--- config.mk ---
export PLATFORM = sky130hd
export DESIGN_NAME = level_sync_mc_flat
export DESIGN_NICKNAME = d
export VERILOG_FILES = /design/src/rtl/level_sync_mc_pkg.sv /design/src/rtl/level_sync_mc_if.sv /design/src/rtl/level_sync_qualify.sv /design/src/rtl/level_sync_mc.sv /design/src/flat_wrapper.sv
export SDC_FILE = /design/constraint.sdc
export NUM_CORES = 1
export LEC_CHECK = 0
export CAP_MARGIN = 20
export CORE_ASPECT_RATIO = 1.25
export CORE_MARGIN = 2
export CORE_UTILIZATION = 45
export DETAILED_ROUTE_END_ITERATION = 10
export GPL_TIMING_DRIVEN = 1
export PLACE_DENSITY = 0.89
export SETUP_SLACK_MARGIN = 0.4
export SYNTH_ARGS = -nofsm -noshare
export SYNTH_HDL_FRONTEND = slang
export SYNTH_SLANG_ARGS = --single-unit
--- constraint.sdc ---
create_clock -name clk -period 9.4 [get_ports clk]
set_input_delay 1.88 -clock clk [delete_from_list [all_inputs] [get_ports clk]]
set_output_delay 1.88 -clock clk [all_outputs]
set_load 0.05 [all_outputs]
--- src/rtl/level_sync_mc_pkg.sv ---
// Shared types and helpers for the multi-lane level synchroniser.
package level_sync_pkg;

  typedef enum logic {
    S_IDLE   = 1'b0,
    S_ACTIVE = 1'b1
  } state_t;

  localparam logic POL_BELOW_START = 1'b0;
  localparam logic POL_ABOVE_START = 1'b1;

  // Widest counter the saturating helper supports.
  localparam int unsigned SAT_MAX_W = 64;

  // Increment that sticks at the all-ones value of a width-bit counter.
  function automatic logic [SAT_MAX_W-1:0] sat_inc(input logic [SAT_MAX_W-1:0] value,
                                                  input int unsigned width);
    logic [SAT_MAX_W-1:0] max_val;
    max_val = (width >= SAT_MAX_W) ? '1
                                   : ((SAT_MAX_W'(1) << width) - SAT_MAX_W'(1));
    return (value >= max_val) ? max_val : value + SAT_MAX_W'(1);
  endfunction

endpackage

--- src/rtl/level_sync_mc_if.sv ---
// Sample, configuration and status bundle of level_sync_mc.
// LEVEL_SYNC_MC_MAXLEN_EN adds max_len / timeout.
interface level_sync_mc_if #(
  parameter int unsigned LANES    = 2,
  parameter int unsigned SAMPLE_W = 16,
  parameter int unsigned CNT_W    = 32
);
  logic                      enable;
  logic [LANES*SAMPLE_W-1:0] adc_data;
  logic                      adc_valid;
  logic                      polarity;
  logic                      consec_mode;
  logic [SAMPLE_W-1:0]       start_threshold;
  logic [SAMPLE_W-1:0]       stop_threshold;
  logic [CNT_W-1:0]          start_count;
  logic [CNT_W-1:0]          stop_count;
  logic                      sync;
  logic                      sync_start;
  logic                      sync_stop;
  logic [CNT_W-1:0]          beat_count;
`ifdef LEVEL_SYNC_MC_MAXLEN_EN
  logic [CNT_W-1:0]          max_len;
  logic                      timeout;
`endif

  modport master (
`ifdef LEVEL_SYNC_MC_MAXLEN_EN
    output max_len,
    input  timeout,
`endif
    output enable, adc_data, adc_valid, polarity, consec_mode,
    output start_threshold, stop_threshold, start_count, stop_count,
    input  sync, sync_start, sync_stop, beat_count
  );

  modport slave (
`ifdef LEVEL_SYNC_MC_MAXLEN_EN
    input  max_len,
    output timeout,
`endif
    input  enable, adc_data, adc_valid, polarity, consec_mode,
    input  start_threshold, stop_threshold, start_count, stop_count,
    output sync, sync_start, sync_stop, beat_count
  );

endinterface

--- src/rtl/level_sync_qualify.sv ---
// Per-beat qualifier: valid and every lane strictly beyond the threshold.
module level_sync_qualify #(
  parameter int unsigned LANES    = 2,
  parameter int unsigned SAMPLE_W = 16
) (
  input  logic [LANES*SAMPLE_W-1:0] adc_data,
  input  logic                      adc_valid,
  input  logic [SAMPLE_W-1:0]       threshold,
  input  logic                      above,
  output logic                      qualify
);

  logic [LANES-1:0] lane_ok;

  // Strict compare per lane; equality never qualifies.
  always_comb begin
    lane_ok = '0;
    for (int unsigned i = 0; i < LANES; i++) begin
      lane_ok[i] = above ? (adc_data[i*SAMPLE_W +: SAMPLE_W] > threshold)
                         : (adc_data[i*SAMPLE_W +: SAMPLE_W] < threshold);
    end
  end

  assign qualify = adc_valid & (&lane_ok);

endmodule

--- src/rtl/level_sync_mc.sv ---
// Multi-lane ADC level synchroniser: raises sync after start_count qualifying
// beats, drops it after stop_count. LEVEL_SYNC_MC_MAXLEN_EN bounds sync length.
module level_sync_mc
  import level_sync_pkg::*;
#(
  parameter int unsigned LANES    = 2,
  parameter int unsigned SAMPLE_W = 16,
  parameter int unsigned CNT_W    = 32
) (
  input  logic            clk,
  input  logic            resetn,
  level_sync_mc_if.slave  bus
);

  state_t              state_q, state_d;
  logic [CNT_W-1:0]    cnt_q, cnt_d, cnt_inc, n_raw, n_eff;
  logic                sync_q, sync_d;
  logic                start_q, start_d;
  logic                stop_q, stop_d;
  logic [SAMPLE_W-1:0] thr;
  logic                above;
  logic                qual;
`ifdef LEVEL_SYNC_MC_MAXLEN_EN
  logic [CNT_W-1:0]    len_q, len_d, len_inc;
  logic                timeout_q, timeout_d;
`endif

  // IDLE looks for the start level, ACTIVE for the opposite-sense stop level.
  assign thr   = (state_q == S_IDLE) ? bus.start_threshold : bus.stop_threshold;
  assign above = (state_q == S_IDLE) ? (bus.polarity == POL_ABOVE_START)
                                     : (bus.polarity == POL_BELOW_START);

  level_sync_qualify #(
    .LANES    (LANES),
    .SAMPLE_W (SAMPLE_W)
  ) u_qualify (
    .adc_data  (bus.adc_data),
    .adc_valid (bus.adc_valid),
    .threshold (thr),
    .above     (above),
    .qualify   (qual)
  );

  assign cnt_inc = CNT_W'(sat_inc(SAT_MAX_W'(cnt_q), CNT_W));
  assign n_raw   = (state_q == S_IDLE) ? bus.start_count : bus.stop_count;
  assign n_eff   = (n_raw == '0) ? CNT_W'(1) : n_raw;
`ifdef LEVEL_SYNC_MC_MAXLEN_EN
  assign len_inc = CNT_W'(sat_inc(SAT_MAX_W'(len_q), CNT_W));
`endif

  // Next state, counters and event pulses.
  always_comb begin
    state_d = state_q;
    cnt_d   = cnt_q;
    start_d = 1'b0;
    stop_d  = 1'b0;
`ifdef LEVEL_SYNC_MC_MAXLEN_EN
    len_d     = len_q;
    timeout_d = 1'b0;
`endif
    if (!bus.enable) begin
      state_d = S_IDLE;
      cnt_d   = '0;
      stop_d  = (state_q == S_ACTIVE);
`ifdef LEVEL_SYNC_MC_MAXLEN_EN
      len_d   = '0;
`endif
    end else if (bus.adc_valid) begin
      if (qual) begin
        if (cnt_inc >= n_eff) begin
          cnt_d = '0;
          if (state_q == S_IDLE) begin
            state_d = S_ACTIVE;
            start_d = 1'b1;
          end else begin
            state_d = S_IDLE;
            stop_d  = 1'b1;
          end
        end else begin
          cnt_d = cnt_inc;
        end
      end else if (bus.consec_mode) begin
        cnt_d = '0;
      end
`ifdef LEVEL_SYNC_MC_MAXLEN_EN
      // A normal stop on the same beat takes precedence over the length limit.
      if (state_q == S_ACTIVE) begin
        if (stop_d) begin
          len_d = '0;
        end else if ((bus.max_len != '0) && (len_inc >= bus.max_len)) begin
          state_d   = S_IDLE;
          cnt_d     = '0;
          len_d     = '0;
          stop_d    = 1'b1;
          timeout_d = 1'b1;
        end else begin
          len_d = len_inc;
        end
      end
`endif
    end
    sync_d = (state_d == S_ACTIVE);
  end

  always_ff @(posedge clk or negedge resetn) begin
    if (!resetn) begin
      state_q <= S_IDLE;
      cnt_q   <= '0;
      sync_q  <= 1'b0;
      start_q <= 1'b0;
      stop_q  <= 1'b0;
`ifdef LEVEL_SYNC_MC_MAXLEN_EN
      len_q     <= '0;
      timeout_q <= 1'b0;
`endif
    end else begin
      state_q <= state_d;
      cnt_q   <= cnt_d;
      sync_q  <= sync_d;
      start_q <= start_d;
      stop_q  <= stop_d;
`ifdef LEVEL_SYNC_MC_MAXLEN_EN
      len_q     <= len_d;
      timeout_q <= timeout_d;
`endif
    end
  end

  assign bus.sync       = sync_q;
  assign bus.sync_start = start_q;
  assign bus.sync_stop  = stop_q;
  assign bus.beat_count = cnt_q;
`ifdef LEVEL_SYNC_MC_MAXLEN_EN
  assign bus.timeout    = timeout_q;
`endif

endmodule
--- src/flat_wrapper.sv ---
// flat-port wrapper written by rule: the top's interface ports become plain ports
module level_sync_mc_flat import level_sync_pkg::*;
#(
  parameter int unsigned LANES    = 2,
  parameter int unsigned SAMPLE_W = 16,
  parameter int unsigned CNT_W    = 32
)
  (clk, resetn, bus_enable, bus_adc_data, bus_adc_valid, bus_polarity, bus_consec_mode, bus_start_threshold, bus_stop_threshold, bus_start_count, bus_stop_count, bus_sync, bus_sync_start, bus_sync_stop, bus_beat_count);
  level_sync_mc_if #(.LANES(LANES), .SAMPLE_W(SAMPLE_W), .CNT_W(CNT_W)) bus_i ();
  input  logic clk;
  input  logic resetn;
  input wire logic [$bits(bus_i.enable)-1:0] bus_enable;
  input wire logic [$bits(bus_i.adc_data)-1:0] bus_adc_data;
  input wire logic [$bits(bus_i.adc_valid)-1:0] bus_adc_valid;
  input wire logic [$bits(bus_i.polarity)-1:0] bus_polarity;
  input wire logic [$bits(bus_i.consec_mode)-1:0] bus_consec_mode;
  input wire logic [$bits(bus_i.start_threshold)-1:0] bus_start_threshold;
  input wire logic [$bits(bus_i.stop_threshold)-1:0] bus_stop_threshold;
  input wire logic [$bits(bus_i.start_count)-1:0] bus_start_count;
  input wire logic [$bits(bus_i.stop_count)-1:0] bus_stop_count;
  output wire logic [$bits(bus_i.sync)-1:0] bus_sync;
  output wire logic [$bits(bus_i.sync_start)-1:0] bus_sync_start;
  output wire logic [$bits(bus_i.sync_stop)-1:0] bus_sync_stop;
  output wire logic [$bits(bus_i.beat_count)-1:0] bus_beat_count;
  assign bus_i.enable = bus_enable;
  assign bus_i.adc_data = bus_adc_data;
  assign bus_i.adc_valid = bus_adc_valid;
  assign bus_i.polarity = bus_polarity;
  assign bus_i.consec_mode = bus_consec_mode;
  assign bus_i.start_threshold = bus_start_threshold;
  assign bus_i.stop_threshold = bus_stop_threshold;
  assign bus_i.start_count = bus_start_count;
  assign bus_i.stop_count = bus_stop_count;
  assign bus_sync = bus_i.sync;
  assign bus_sync_start = bus_i.sync_start;
  assign bus_sync_stop = bus_i.sync_stop;
  assign bus_beat_count = bus_i.beat_count;
  level_sync_mc #(.LANES(LANES), .SAMPLE_W(SAMPLE_W), .CNT_W(CNT_W)) u_core (.clk(clk), .resetn(resetn), .bus(bus_i));
endmodule
==> impl_metrics.json <==
{
  "worstPathMaxFanout": 32,
  "cp.buffers_inverters": 3,
  "place_congestion": 0.939,
  "power_density_nw_per_um2": 72.5,
  "power_switching_mw": 0.127,
  "clockBufferDepth": 2,
  "min_path_type": "register to register",
  "cpPeakStageDelay_ns": 0.60,
  "vias": 5172,
  "crit_type": "input pin to register",
  "switching_share": 0.271,
  "gr-total-overflow": 0,
  "setup_viol": 0,
  "die_y_um": 116,
  "relSlewSlack": 0.380,
  "syn_area_per_cell_um2": 8.45,
  "mostFrequentLayoutCells": "clkdlybuf4s50_1, ha_1, mux2i_1, nand2_1, dfrtp_1",
  "path_common_cell": "o21ai_0",
  "rsz0062_at_grt": "no",
  "cts-htree-levels": 2,
  "ys.flop_type": "dfrtp_1",
  "maxCapViolations": 0,
  "power.leakage_nw": 2.65,
  "die_x_um": 93.7,
  "clock_latency_ns": 0.28,
  "cts_root_buf": "clkbuf_16",
  "n_antenna_cell": 0,
  "vdd_drop_max_mv": 0.0541,
  "first_pass_iters": 5,
  "dp_hpwl_mm": 12.0,
  "multi_input_area_um2": 3490,
  "fin_tns_setup_ns": 0,
  "cts.sink_count": 35,
  "synth_edf_count": 0,
  "routed_via_density": 6.35,
  "pin_count": 169,
  "initial_core_util": 0.466,
  "nets": 886,
  "first_global_vias": 5278,
  "routed_wl_mm": 15.4,
  "antenna_found_initial": 0,
  "stdcell_count": 814,
  "slowest_stage": "nor3_4",
  "drt_iter0_markers": 413,
  "hold_viol_final": 0,
  "holdBufCountCts": 0,
  "synth_cell_types": 54,
  "crit_family": "simple AND/OR/NAND/NOR gates",
  "die-area_um2": 10900,
  "post-place-cells": 805,
  "ant_nets": 0,
  "power_frac_clock": 0.377,
  "clk_pin_slew_ns": 0.06,
  "rows": 40,
  "fin_skew_ns": 0.00252,
  "drive_gt1_frac": 0.0552,
  "worstMarginPinSlew_ns": 0.930,
  "register_area_um2": 877,
  "final_common_cell": "clkdlybuf4s50_1",
  "yosys_warnings": 0,
  "synth_fp_nets": 735,
  "post_cts_buffers": 0,
  "fmax_ghz": 0.176,
  "grt_max_degree": 54,
  "drv_slew": 0,
  "grt_pass1_wl_mm": 24.7,
  "async_flop_share": 1.00,
  "status": "complete, no violations",
  "cp.arrival_ns": 5.91,
  "fp.coreArea_um2": 9710,
  "drc": 0,
  "finalCriticalPeriod_ns": 5.69,
  "fill_cells": 782,
  "cts_buffers": 5,
  "syn_inst": 536,
  "ctsResizeCount": 0,
  "wl_per_cell_um": 18.9,
  "crit_required_ns": 9.61,
  "path_cells": "clkdlybuf4s50_1, mux2i_1, nand4_1, or4_1, o21ai_0, ha_1, nor2b_1, o21ai_0, a31oi_1, o21ai_0, or3b_1, buf_4, nor3_4, buf_6, a221o_1",
  "internal_power_mw": 0.341,
  "syn_to_final_growth_pct": 42.4,
  "io_buffers": 168,
  "combPwrFrac": 0.298,
  "cts_tree": "yes",
  "synth_area_um2": 4530,
  "ys_seq_area_frac": 0.193,
  "end_kind": "register",
  "synth_seq_cells": 35,
  "grt_use_total": 0.282,
  "seqPwrFrac": 0.325,
  "crit_path_start_kind": "input pin",
  "total_power_mw": 0.467,
  "finalCritPeriodShare": 0.606
}
synthesized netlist by cell type (all sizes together) (4+ instances only):
library cell  instances  area (µm²)
ha                   65         813
mux2i                51         514
nand2                38         143
dfrtp                35         876
nand3                29         145
nor2                 29         109
nor4                 27         175
nand4                26         169
o21ai                26         130
a221o                25         250
a21oi                24         120
buf                  17        83.8
clkbuf               15        56.3
or3                  15         104
nor3                 13        87.6
and2                  8        50.1
or3b                  8        70.1
nand2b                7        43.8
or2                   7        43.8
and3                  6        37.5
inv                   6        22.5
a2111oi               5        62.6
nor2b                 5        31.3
or4                   5        37.5
a21o                  4        30.0
a22o                  4        35.0
layer usage:
layer | wire [µm] | up-vias | GRT usage
li1 | - | 2416 | -
met1 | 5330 | 2388 | 0.307
met5 | 0 | - | 0
met4 | 932 | 0 | 0.163
met3 | 1300 | 62 | 0.0490
met2 | 7850 | 306 | 0.513
power groups by stage:
stage / Clock (mW) / Combinational, mW / Sequential (mW)
2_1_floorplan: 0 / 0.0557 / 0.156
3_3_place_gp: 0 / 0.131 / 0.154
3_5_place_dp: 0 / 0.137 / 0.154
4_1_cts: 0.176 / 0.138 / 0.152
5_1_grt: 0.186 / 0.151 / 0.152
6_report: 0.176 / 0.139 / 0.152
per-stage QoR:
step                      area (µm²)   util  hold WS (ns)  worst slack (ns)
after floorplan                 4530      -         0.816              4.66
after global placement          6280  0.647         0.558              3.44
after detailed placement        6280  0.647         0.558              3.30
after CTS                       6440  0.663         0.582              3.57
after global routing            6450  0.664         0.611              3.47
final                           6450  0.664         0.575              3.71
flip-flops by register name, summed over array words and instances, names as in the netlist:
name and cells:
u_core.bus.beat_count 32, u_core.state_q 1, u_core.bus.sync_start 1, u_core.bus.sync_stop 1
logic make-up (layout without fill, tap and decap cells):
logic type / Yosys count / count (layout) / synth area share
multiplexers: 52 / 52 / 0.116
adder cells (fa/ha/maj): 65 / 65 / 0.180
AO/OA/AOI/OAI: 114 / 114 / 0.184
XOR/XNOR: 4 / 4 / 0.00774
buffers and inverters: 39 / 191 / 0.0367
AND/OR/NAND/NOR: 227 / 227 / 0.282
flip-flops: 35 / 35 / 0.193
cell type report:
cell class	count	area share
multi-input cells	462	0.541
repair buffers	176	0.271
flip-flops and latches	35	0.136
well taps	126	0.0244
clock buffers	8	0.0243
inverters	7	0.00407
final timing paths:
| path | from | endpoint | slack, ns | depth (start not counted) |
|---|---|---|---|---|
| setup / recovery | bus_stop_count[30] | u_core.bus.beat_count[19] | 3.71 | 15 |
| setup reg to reg | u_core.bus.beat_count[1] | u_core.bus.beat_count[19] | 3.81 | 16 |
| max in group asynchronous | resetn | u_core.state_q | 7.02 | 2 |
| min in group asynchronous | resetn | u_core.bus.beat_count[21] | 2.02 | 2 |
| hold / removal | u_core.bus.beat_count[0] | u_core.bus.beat_count[0] | 0.58 | 1 |
| hold reg to reg | u_core.bus.beat_count[0] | u_core.bus.beat_count[0] | 0.58 | 1 |
Note: power is estimated with default switching activity, not from simulation.
==> edit, RTL diff (config.mk and constraints unchanged) <==
`CNT_W` is set to 32 in 3 places; all go to 16.
--- a/src/rtl/level_sync_mc_if.sv
+++ b/src/rtl/level_sync_mc_if.sv
@@ -3,7 +3,7 @@
 interface level_sync_mc_if #(
   parameter int unsigned LANES    = 2,
   parameter int unsigned SAMPLE_W = 16,
-  parameter int unsigned CNT_W    = 32
+  parameter int unsigned CNT_W    = 16
 );
   logic                      enable;
   logic [LANES*SAMPLE_W-1:0] adc_data;
--- a/src/rtl/level_sync_mc.sv
+++ b/src/rtl/level_sync_mc.sv
@@ -5,7 +5,7 @@
 #(
   parameter int unsigned LANES    = 2,
   parameter int unsigned SAMPLE_W = 16,
-  parameter int unsigned CNT_W    = 32
+  parameter int unsigned CNT_W    = 16
 ) (
   input  logic            clk,
   input  logic            resetn,
--- a/src/flat_wrapper.sv
+++ b/src/flat_wrapper.sv
@@ -3,7 +3,7 @@
 #(
   parameter int unsigned LANES    = 2,
   parameter int unsigned SAMPLE_W = 16,
-  parameter int unsigned CNT_W    = 32
+  parameter int unsigned CNT_W    = 16
 )
   (clk, resetn, bus_enable, bus_adc_data, bus_adc_valid, bus_polarity, bus_consec_mode, bus_start_threshold, bus_stop_threshold, bus_start_count, bus_stop_count, bus_sync, bus_sync_start, bus_sync_stop, bus_beat_count);
   level_sync_mc_if #(.LANES(LANES), .SAMPLE_W(SAMPLE_W), .CNT_W(CNT_W)) bus_i ();
Interface: changed (resized bus_beat_count, bus_start_count and bus_stop_count); port bits go from 169 to 121. The function was not compared with the original's and may differ.
==> edit against the original RTL <==
Combinational power shrank 27%. Power is 48% lower. Routed wire length is 50% lower. Register-to-register slack gained 910 ps. Sequential cell count decreased by 16. Critical path depth down 2. Setup slack better by 540 ps. Global-route usage fell by 5.2 points. Highest routed layer unchanged. Non-clock buffer count down 56. Synthesized area is 42% lower. Cell area fell by 39%.
==> edit: results (changes against the original RTL) <==
run status=finished clean; worst-path maximum fanout=17 (-47%); adder-cell area share of the yosys netlist=0.2320 (+0.05240); maximum VDD drop=50.28 uV (-7.0%); placed wire-length estimate=6341 um (-47%); Seq/Total Area, Yosys=0.1799 (-0.01350); most frequent cells after synthesis=ha_1, mux2i_1, nand2_1; via count=2917 (-44%); Worst Skew=4.201 ps (+1.685 ps); Synth area leaders=ha_1, dfrtp_1, mux2i_1; Pre-antenna DRT Iters=4 (-1); XOR/XNOR share of the synthesized area=0.009943 (+0.002206); wire length of the first global-routing pass=11970 um (-51%); grt met1 use=0.2522 (-0.05436); Place WS=4046 ps (+750.3 ps); htree depth=1 (-1); Clock Latency Late Sink=260 ps (-20 ps); CP max-delay cell=or4_1; Root Buffer=clkbuf_8; Internal Power=0.0001716 W (-50%); Logic pwr share=0.422 (+0.124); nets=572 (-35%); Synthesized Nets=459 (-38%); Leakage Power=1.671 nW (-37%); slowest stage delay, CP=520 ps (-80 ps); compound-cell area share of the yosys netlist=0.2164 (+0.03208); Tot GR Track Use=0.2297 (-0.05244); vias in the first global route=2720 (-48%); Final Non-Filler Cells=486 (-40%); largest net degree at the start of global routing=38 (-30%); share of cells above drive strength 1=0.02619 (-0.02904); max reg flops=16 (-50%); DRT iter0 DRCs=152 (-63%); # port buffers=120 (-29%); M3 GR Usage=0.03348 (-0.01555); grt met2 use=0.4298 (-0.08311); worst endpoint data arrival time=5350 ps (-560 ps); Clock power frac=0.237 (-0.140); Tightest Pin Transition=986.3 ps (+55.97 ps); Routed WL per cell=15.74 um (-17%); number of distinct library cells after synthesis=46 (-15%); mux contribution to synthesized area=0.1274 (+0.01131); gpl congestion=0.9137 (-2.7%)
-- edit: changes by cell type in the layout (fill, tap and decap cells not counted), sizes merged, moves of 16 or more --
| cell | unedited run | this run |
|---|---|---|
| clkdlybuf4s50 | 168 | 120 |
| nor4 | 27 | 1 |
| a221o | 25 | 4 |
| mux2i | 51 | 31 |
| nor2 | 29 | 10 |
| dfrtp | 35 | 19 |
| ha | 65 | 49 |
-- edit: per-layer routing --
metal,wire length (um),up-vias
met2,4030,143
met1,2785,1324
met3,545,25
met5,0,-
li1,-,1425
met4,290,0
-- edit: layout make-up --
class	count	area [um2]
Clock buffer	4	45.04
Tap cell	66	82.58
Timing Repair Buffer	120	1201
Sequential cell	19	476.7
Fill cell	457	1829
Multi-Input combinational cell	270	2079
Inverter	7	26.28
-- edit: path summary, 6_finish.rpt --
check / slack [ps] / depth (start not counted) / from / end
setup reg to reg: 4720 / 14 / u_core.bus.beat_count[0]$_DFFE_PN0P_ / u_core.bus.beat_count[4]$_DFFE_PN0P_
hold reg to reg: 560 / 1 / u_core.bus.beat_count[11]$_DFFE_PN0P_ / u_core.bus.beat_count[11]$_DFFE_PN0P_
max in group asynchronous: 6700 / 1 / resetn / u_core.state_q$_DFFE_PN0P_
setup / recovery: 4250 / 13 / bus_stop_count[1] / u_core.bus.beat_count[4]$_DFFE_PN0P_
min in group asynchronous: 2110 / 1 / resetn / u_core.bus.beat_count[11]$_DFFE_PN0P_
hold / removal: 560 / 1 / u_core.bus.beat_count[11]$_DFFE_PN0P_ / u_core.bus.beat_count[11]$_DFFE_PN0P_
-- edit: metrics by stage --
stage | total power [W] | area, um2
global route | 0.0002585 | 3911
finish | 0.0002431 | 3911
floorplan | 0.0001300 | 2643
detailed placement | 0.0001862 | 3866
CTS | 0.0002432 | 3911
global placement | 0.0001821 | 3866
